--- src/rtl/gpio_apb_arbiter.sv ---
// Round-robin APB arbiter that shares one GPIO APB slave between NrMasters requesters.
// Optional ACCESS-phase timeout abort is enabled by defining GPIO_APB_ARB_TIMEOUT_EN.
module gpio_apb_arbiter #(
  parameter int NrMasters     = 2,
  parameter int AddrWidth     = 32,
  parameter int DataWidth     = 32,
  parameter int TimeoutCycles = 16
) (
  input  logic                           clk_i,
  input  logic                           rst_ni,
  input  logic [NrMasters-1:0]           mst_psel_i,
  input  logic [NrMasters-1:0]           mst_penable_i,
  input  logic [NrMasters-1:0]           mst_pwrite_i,
  input  logic [NrMasters*AddrWidth-1:0] mst_paddr_i,
  input  logic [NrMasters*DataWidth-1:0] mst_pwdata_i,
  output logic [NrMasters*DataWidth-1:0] mst_prdata_o,
  output logic [NrMasters-1:0]           mst_pready_o,
  output logic [NrMasters-1:0]           mst_pslverr_o,
  output logic                           slv_psel_o,
  output logic                           slv_penable_o,
  output logic                           slv_pwrite_o,
  output logic [AddrWidth-1:0]           slv_paddr_o,
  output logic [DataWidth-1:0]           slv_pwdata_o,
  input  logic [DataWidth-1:0]           slv_prdata_i,
  input  logic                           slv_pready_i,
  input  logic                           slv_pslverr_i,
  output logic                           arb_busy_o
);

  localparam int IdxW = (NrMasters > 1) ? $clog2(NrMasters) : 1;

  typedef enum logic [1:0] {
    IDLE   = 2'd0,
    SETUP  = 2'd1,
    ACCESS = 2'd2
  } state_e;

  state_e                  state, state_next;
  logic [IdxW-1:0]         grant, grant_next;
  logic [IdxW-1:0]         rr_ptr, rr_ptr_next;
  logic [IdxW-1:0]         pick;
  logic                    found;
  logic                    done;
  logic                    timeout_hit;
  logic [2*NrMasters-1:0]  psel_rot;
  logic                    unused_inputs;

  // PENABLE from the masters carries no information the FSM needs
  assign unused_inputs = ^{mst_penable_i, (TimeoutCycles > 0)};

  function automatic logic [IdxW-1:0] wrap_idx(input logic [IdxW:0] v);
    logic [IdxW:0] w;
    if (v >= (IdxW+1)'(NrMasters)) begin
      w = v - (IdxW+1)'(NrMasters);
    end else begin
      w = v;
    end
    return w[IdxW-1:0];
  endfunction

  // Round-robin pick: rotate requests so rr_ptr lands on bit 0, take the first set bit
  always_comb begin
    psel_rot = {mst_psel_i, mst_psel_i} >> rr_ptr;
    found    = 1'b0;
    pick     = rr_ptr;
    for (int k = 0; k < NrMasters; k++) begin
      pick  = (!found && psel_rot[k]) ? wrap_idx({1'b0, rr_ptr} + (IdxW+1)'(k)) : pick;
      found = found | psel_rot[k];
    end
  end

`ifdef GPIO_APB_ARB_TIMEOUT_EN
  localparam int TW = (TimeoutCycles > 1) ? $clog2(TimeoutCycles) : 1;
  logic [TW-1:0] timer;

  assign timeout_hit = (timer == TW'(TimeoutCycles - 1)) && !slv_pready_i;

  // Count stalled ACCESS cycles; any other cycle leaves the timer at zero
  always_ff @(posedge clk_i) begin
    if (!rst_ni) begin
      timer <= '0;
    end else if (state == ACCESS && !slv_pready_i && !timeout_hit) begin
      timer <= timer + TW'(1);
    end else begin
      timer <= '0;
    end
  end
`else
  assign timeout_hit = 1'b0;
`endif

  // Slave request mux and response demux; everything is silent in reset and IDLE
  always_comb begin
    slv_psel_o    = 1'b0;
    slv_penable_o = 1'b0;
    slv_pwrite_o  = 1'b0;
    slv_paddr_o   = '0;
    slv_pwdata_o  = '0;
    mst_prdata_o  = '0;
    mst_pready_o  = '0;
    mst_pslverr_o = '0;
    arb_busy_o    = 1'b0;
    done          = 1'b0;
    if (rst_ni && state != IDLE) begin
      arb_busy_o    = 1'b1;
      slv_psel_o    = 1'b1;
      slv_penable_o = (state == ACCESS);
      slv_pwrite_o  = mst_pwrite_i[grant];
      slv_paddr_o   = mst_paddr_i[int'(grant)*AddrWidth +: AddrWidth];
      slv_pwdata_o  = mst_pwdata_i[int'(grant)*DataWidth +: DataWidth];
      if (state == ACCESS && slv_pready_i) begin
        done                                              = 1'b1;
        mst_pready_o[grant]                               = 1'b1;
        mst_pslverr_o[grant]                              = slv_pslverr_i;
        mst_prdata_o[int'(grant)*DataWidth +: DataWidth]  = slv_prdata_i;
      end else if (state == ACCESS && timeout_hit) begin
        done                 = 1'b1;
        mst_pready_o[grant]  = 1'b1;
        mst_pslverr_o[grant] = 1'b1;
      end else begin
        done = 1'b0;
      end
    end else begin
      done = 1'b0;
    end
  end

  // Next-state logic for the IDLE -> SETUP -> ACCESS transfer sequence
  always_comb begin
    state_next  = state;
    grant_next  = grant;
    rr_ptr_next = rr_ptr;
    case (state)
      IDLE: begin
        if (found) begin
          grant_next = pick;
          state_next = SETUP;
        end else begin
          state_next = IDLE;
        end
      end
      SETUP: begin
        state_next = ACCESS;
      end
      ACCESS: begin
        if (done) begin
          rr_ptr_next = wrap_idx({1'b0, grant} + (IdxW+1)'(1));
          state_next  = IDLE;
        end else begin
          state_next = ACCESS;
        end
      end
      default: begin
        state_next = IDLE;
      end
    endcase
  end

  // State, grant and round-robin pointer registers
  always_ff @(posedge clk_i) begin
    if (!rst_ni) begin
      state  <= IDLE;
      grant  <= '0;
      rr_ptr <= '0;
    end else begin
      state  <= state_next;
      grant  <= grant_next;
      rr_ptr <= rr_ptr_next;
    end
  end

endmodule

--- config.mk ---
export PLATFORM = sky130hd
export DESIGN_NAME = gpio_apb_arbiter
export DESIGN_NICKNAME = d
export VERILOG_FILES = /design/src/rtl/gpio_apb_arbiter.sv
export SDC_FILE = /design/constraint.sdc
export NUM_CORES = 1
export LEC_CHECK = 0
export BUFFER_PORTS_ARGS = -buffer_cell sky130_fd_sc_hd__buf_2
export CORE_AREA = 2 2 119 121
export DETAILED_ROUTE_END_ITERATION = 12
export DIE_AREA = 0 0 121 123
export PLACE_DENSITY_LB_ADDON = 0.05
export SYNTH_ARGS = -nofsm -noshare
export SYNTH_HDL_FRONTEND = slang
export SYNTH_SLANG_ARGS = --single-unit
--- constraint.sdc ---
create_clock -name clk_i -period 3.2 [get_ports clk_i]
set_input_delay 0.96 -clock clk_i [delete_from_list [all_inputs] [get_ports clk_i]]
set_output_delay 0.96 -clock clk_i [all_outputs]
set_load 0.005 [all_outputs]
Word-level counts from Yosys, hierarchy flattened
Index checks and enable logic that the tools add are counted.

Add/sub/neg operators: 6. Magnitude comparators: 5. Equal/unequal tests: 2. Shift-type cells: 5. Muxes and demuxes: 25. Bitwise logic cells: 3. Reduce and logical (&&, ||, !) cells: 9.

Operators with widths (number): 64-bit two-way mux (2); 64-bit by 7-bit variable part select with 32-bit output (2); 64-bit bitwise AND (1); 32-bit two-way mux (2); 32-bit by 33-bit variable shift with 64-bit output (first input constant) (1); 32-bit by 33-bit variable part select with 64-bit output (1); 6-bit negation with 33-bit output (1); 1-bit two-way mux (14); 2-bit two-way mux (5); 2-bit one-hot mux with 3 select lines (1); 1-bit by 1-bit adder with 2-bit output (second input constant) (2); 2-bit >= comparator (second input constant) (2); 1-bit logical AND (4); 2-bit AND reduction (2); 4-bit by 1-bit >> shifter with 2-bit output (1); 1-bit subtractor (second input constant) (3); 2-bit bitwise AND (1); 2-bit by 1-bit equality test with 1-bit output (second input constant) (1); 2-bit equality test (second input constant) (1); 1-bit by 2-bit >= comparator with 1-bit output (second input constant) (1); 2-bit logical NOT (1); 1-bit by 2-bit less-than comparator with 1-bit output (second input constant) (1); 2-bit nonzero test (1); 1-bit demux with 1-bit select (1); 3 further kinds (3).

Register bits after elaboration: 4. Logic and storage cells: 58.

Logic depth before layout (Yosys ltp)
Depth in word-level cells: 7. Gate-level depth with buffers: 6. Depth with buffers taken out: 2.

Worst setup path before layout
Ideal clock, no wire load.

Kind: in2out. Start point: in rst_ni. End point: out slv_psel_o. Data arrival time: 1765 ps. Required time: 2240 ps. Setup slack: 475 ps. Stages: 6. Path buffers: 4. Cell sequence: clkbuf_2 > o21ai_1 > buf_2 > buf_2 > inv_2 > buf_4.

Longest elaborated chain between the ends: 2.

Ends and longest elaborated chain: from (decl) (RTL line 10) `input logic rst_ni,`; 1-bit logical AND (RTL line 104) `if (rst_ni && state != IDLE) begin`; 1-bit two-way mux; to (decl) (RTL line 19) `output logic slv_psel_o,`.

Every way passes these cells.

Worst setup path after layout
Start point: in rst_ni. End point: out mst_prdata_o[2].

Longest elaborated chain between the ends: 2.

Ends and longest elaborated chain: 1-bit logical AND (RTL line 104); 64-bit two-way mux (RTL line 104); to (decl) (RTL line 16) `output logic [NrMasters*DataWidth-1:0] mst_prdata_o,`.

Every way passes these cells.

==> run summary <==
Status -> completed
Syn-to-layout area delta -> 101%
Crit path to -> mst_prdata_o[2]
Post-route cell area -> 3530 sq um
Crit. End Element -> output pin
DR DRC count -> 0
Sw Share -> 0.358
Setup slack, reg-to-reg -> 1.98 ns
Routed length on met3 -> 749 microns
Distinct cells, synth -> 24
Final min period -> 2.86 ns
Max_cap viols -> 0
Switching power -> 232 uW
Post-synth EDFFs -> 0
Register-to-Register Path Depth -> 3
Crit path max fanout -> 69
Clk Latency, worst-skew pair -> 0.23 ns
DR WL met2 -> 5440 microns
Initial Utilization -> 0.129
Fin nets -> 737
Initial antenna violation count -> 0
Synthesized cell area -> 1760 sq um
Critical R2R Capture -> rr_ptr
Warnings from Yosys -> 0
Synth Area per Inst -> 6.20 sq um
Sequential Area -> 83.8 sq um
Most frequent cell after synthesis -> nor2_1
Gr ovfl total -> 0
Worst EP required -> 2.24 ns
DRT antenna net count -> 0
Top cell type's share of synthesized area -> 0.376
Average wire per standard cell -> 12.6 microns
Clock Power Share -> 0.311
GP Congestion -> 0.720
Final Hold Vio Count -> 0
I/O Pins -> 306
Syn Inst Count -> 283
Area contributors post-synth -> mux2i_1, nor3_1, nor2_1
Relative slew margins -> 0.733
Main flop type after synthesis -> dfxtp_1
Data arrival time of the worst path -> 1.90 ns
Drt first pass iters -> 4
RSZ-0062 raised after global routing -> no
Synth top cells by count -> nor2_1, mux2i_1, nor3_1
Setup violations, final -> 0
Core box area -> 13600 sq um
Clock root buffer master -> clkbuf_16
Power per cell area -> 183 nW/um^2
Synthesized flop and latch total -> 4
Fin crit share -> 0.894
Worst reg2reg path startpoint -> state[0]
Syn Nets -> 453
Sequential share of power -> 0.108
CTS tree -> done
Critical path class -> input port to output pin
CTS Hold Bufs -> 0
Cts bufs inserted -> 3
Post_cts resized -> 0
Clk_skew -> 0.00275 ns
First-pass GRT wire length -> 13200 microns
CP startpoint -> rst_ni
Largest net degree at the start of global routing -> 70
Combinational cell fraction of total power -> 0.580
Clk buf depth -> 2
Vias in the first global route -> 2627
Multi-input gate area -> 1400 sq um
Post-CTS Setup Bufs -> 0
Setup TNS -> 0 ns
Routed via count -> 2913
Worst-margin pin slew -> 0.389 ns
Via/cell ratio -> 3.90
DRT iter0 DRCs -> 121
Die area -> 14900 sq um
Highest metal used -> met4
DIE HEIGHT -> 123 microns
Cell taking the most area after synthesis -> mux2i_1
DIE WIDTH -> 121 microns
Final wirelength -> 9410 microns
Fillers -> 1553
Metal1 wirelength -> 3120 microns
Peak supply drop -> 0.164 mV
Sink Count -> 4
Post-synthesis sequential area ratio -> 0.0456
Clock slew at reported path FFs -> 0.03 ns
# diodes -> 0
HP Class -> flip-flop to flip-flop
Asr flop ratio synth -> 0
Max H-tree Level -> 1
Share of cells above drive strength 1 -> 0.574
Area post-placement -> 3450 sq um
Rows -> 43
PortBufs -> 303
FMAX -> 350 MHz
Startpoint Class -> input port
Design internal power -> 415 uW
Detail Placement HPWL -> 7750 microns
Leakage -> 0.00209 uW
Fin. max-slew vios -> 0
Global Route Usage Sum -> 0.110
-- worst min-delay path by stage --
stage | startpoint | end | cells after the start
3_5_place_dp | rr_ptr | rr_ptr | 2
2_1_floorplan | rr_ptr | rr_ptr | 2
3_3_place_gp | rr_ptr | rr_ptr | 2
4_1_cts | rr_ptr | rr_ptr | 2
6_report | rr_ptr | rr_ptr | 2
5_1_grt | rr_ptr | rr_ptr | 2
-- kinds of logic after synthesis --
group | Yosys count | synth area share
and+or+nand+nor | 143 | 0.398
muxes | 66 | 0.376
buffers and inverters | 66 | 0.165
AOI/OAI and AO/OA | 4 | 0.0150
DFF | 4 | 0.0456
-- power by group through the flow --
stage	logic, uW	registers [uW]	clock network [uW]
final	375	70.1	201
after CTS	384	70.5	206
after global routing	418	72.3	211
after global placement	381	71.2	0
after detailed placement	383	71.2	0
after floorplan	203	58.5	0
-- worst max-delay path, stage by stage --
cell	delay, ns
buf_2	0.17
nand4b_1	0.18
buf_12	0.24
nor3_1	0.18
buf_2	0.14
-- stage by stage --
step / hold WS (ns) / cells / power (uW) / utilization / setup WS [ns]
final: 0.476 / 746 / 646 / 0.259 / 0.339
after global routing: 0.533 / 746 / 702 / 0.259 / 0.206
after CTS: 0.487 / 746 / 662 / 0.259 / 0.339
after detailed placement: 0.461 / 742 / 454 / 0.254 / 0.340
after global placement: 0.461 / 742 / 453 / 0.254 / 0.349
after floorplan: 0.439 / 283 / 261 / - / 0.475
-- flip-flops by register name, indices dropped and copies added (netlist names) --
name	cells
grant	1
rr_ptr	1
state	2
-- final cells by class --
cell class	instances	area share
clock buffer	4	0.0223
inverter	36	0.0383
tap	180	0.0638
timing repair buffer	309	0.456
sequential	4	0.0237
multi-input combinational	213	0.395
-- cell usage in the layout, fill, tap and decap left out, types with 2 or more instances in the layout --
| master | instances |
|---|---|
| nor3_2 | 10 |
| buf_2 | 303 |
| inv_1 | 34 |
| nor2_1 | 67 |
| nor3b_1 | 2 |
| buf_4 | 2 |
| nand2_1 | 2 |
| buf_12 | 4 |
| nor2b_1 | 2 |
| mux2i_1 | 66 |
| clkbuf_16 | 3 |
| nor3_1 | 57 |
| dfxtp_1 | 3 |
-- metal layers --
| layer | up-vias | global-route usage |
|---|---|---|
| met4 | 0 | 0.0189 |
| met1 | 1260 | 0.105 |
| met3 | 8 | 0.0185 |
| li1 | 1503 | - |
| met2 | 142 | 0.243 |
| met5 | - | 0 |
(Power assumes the default switching activity.)
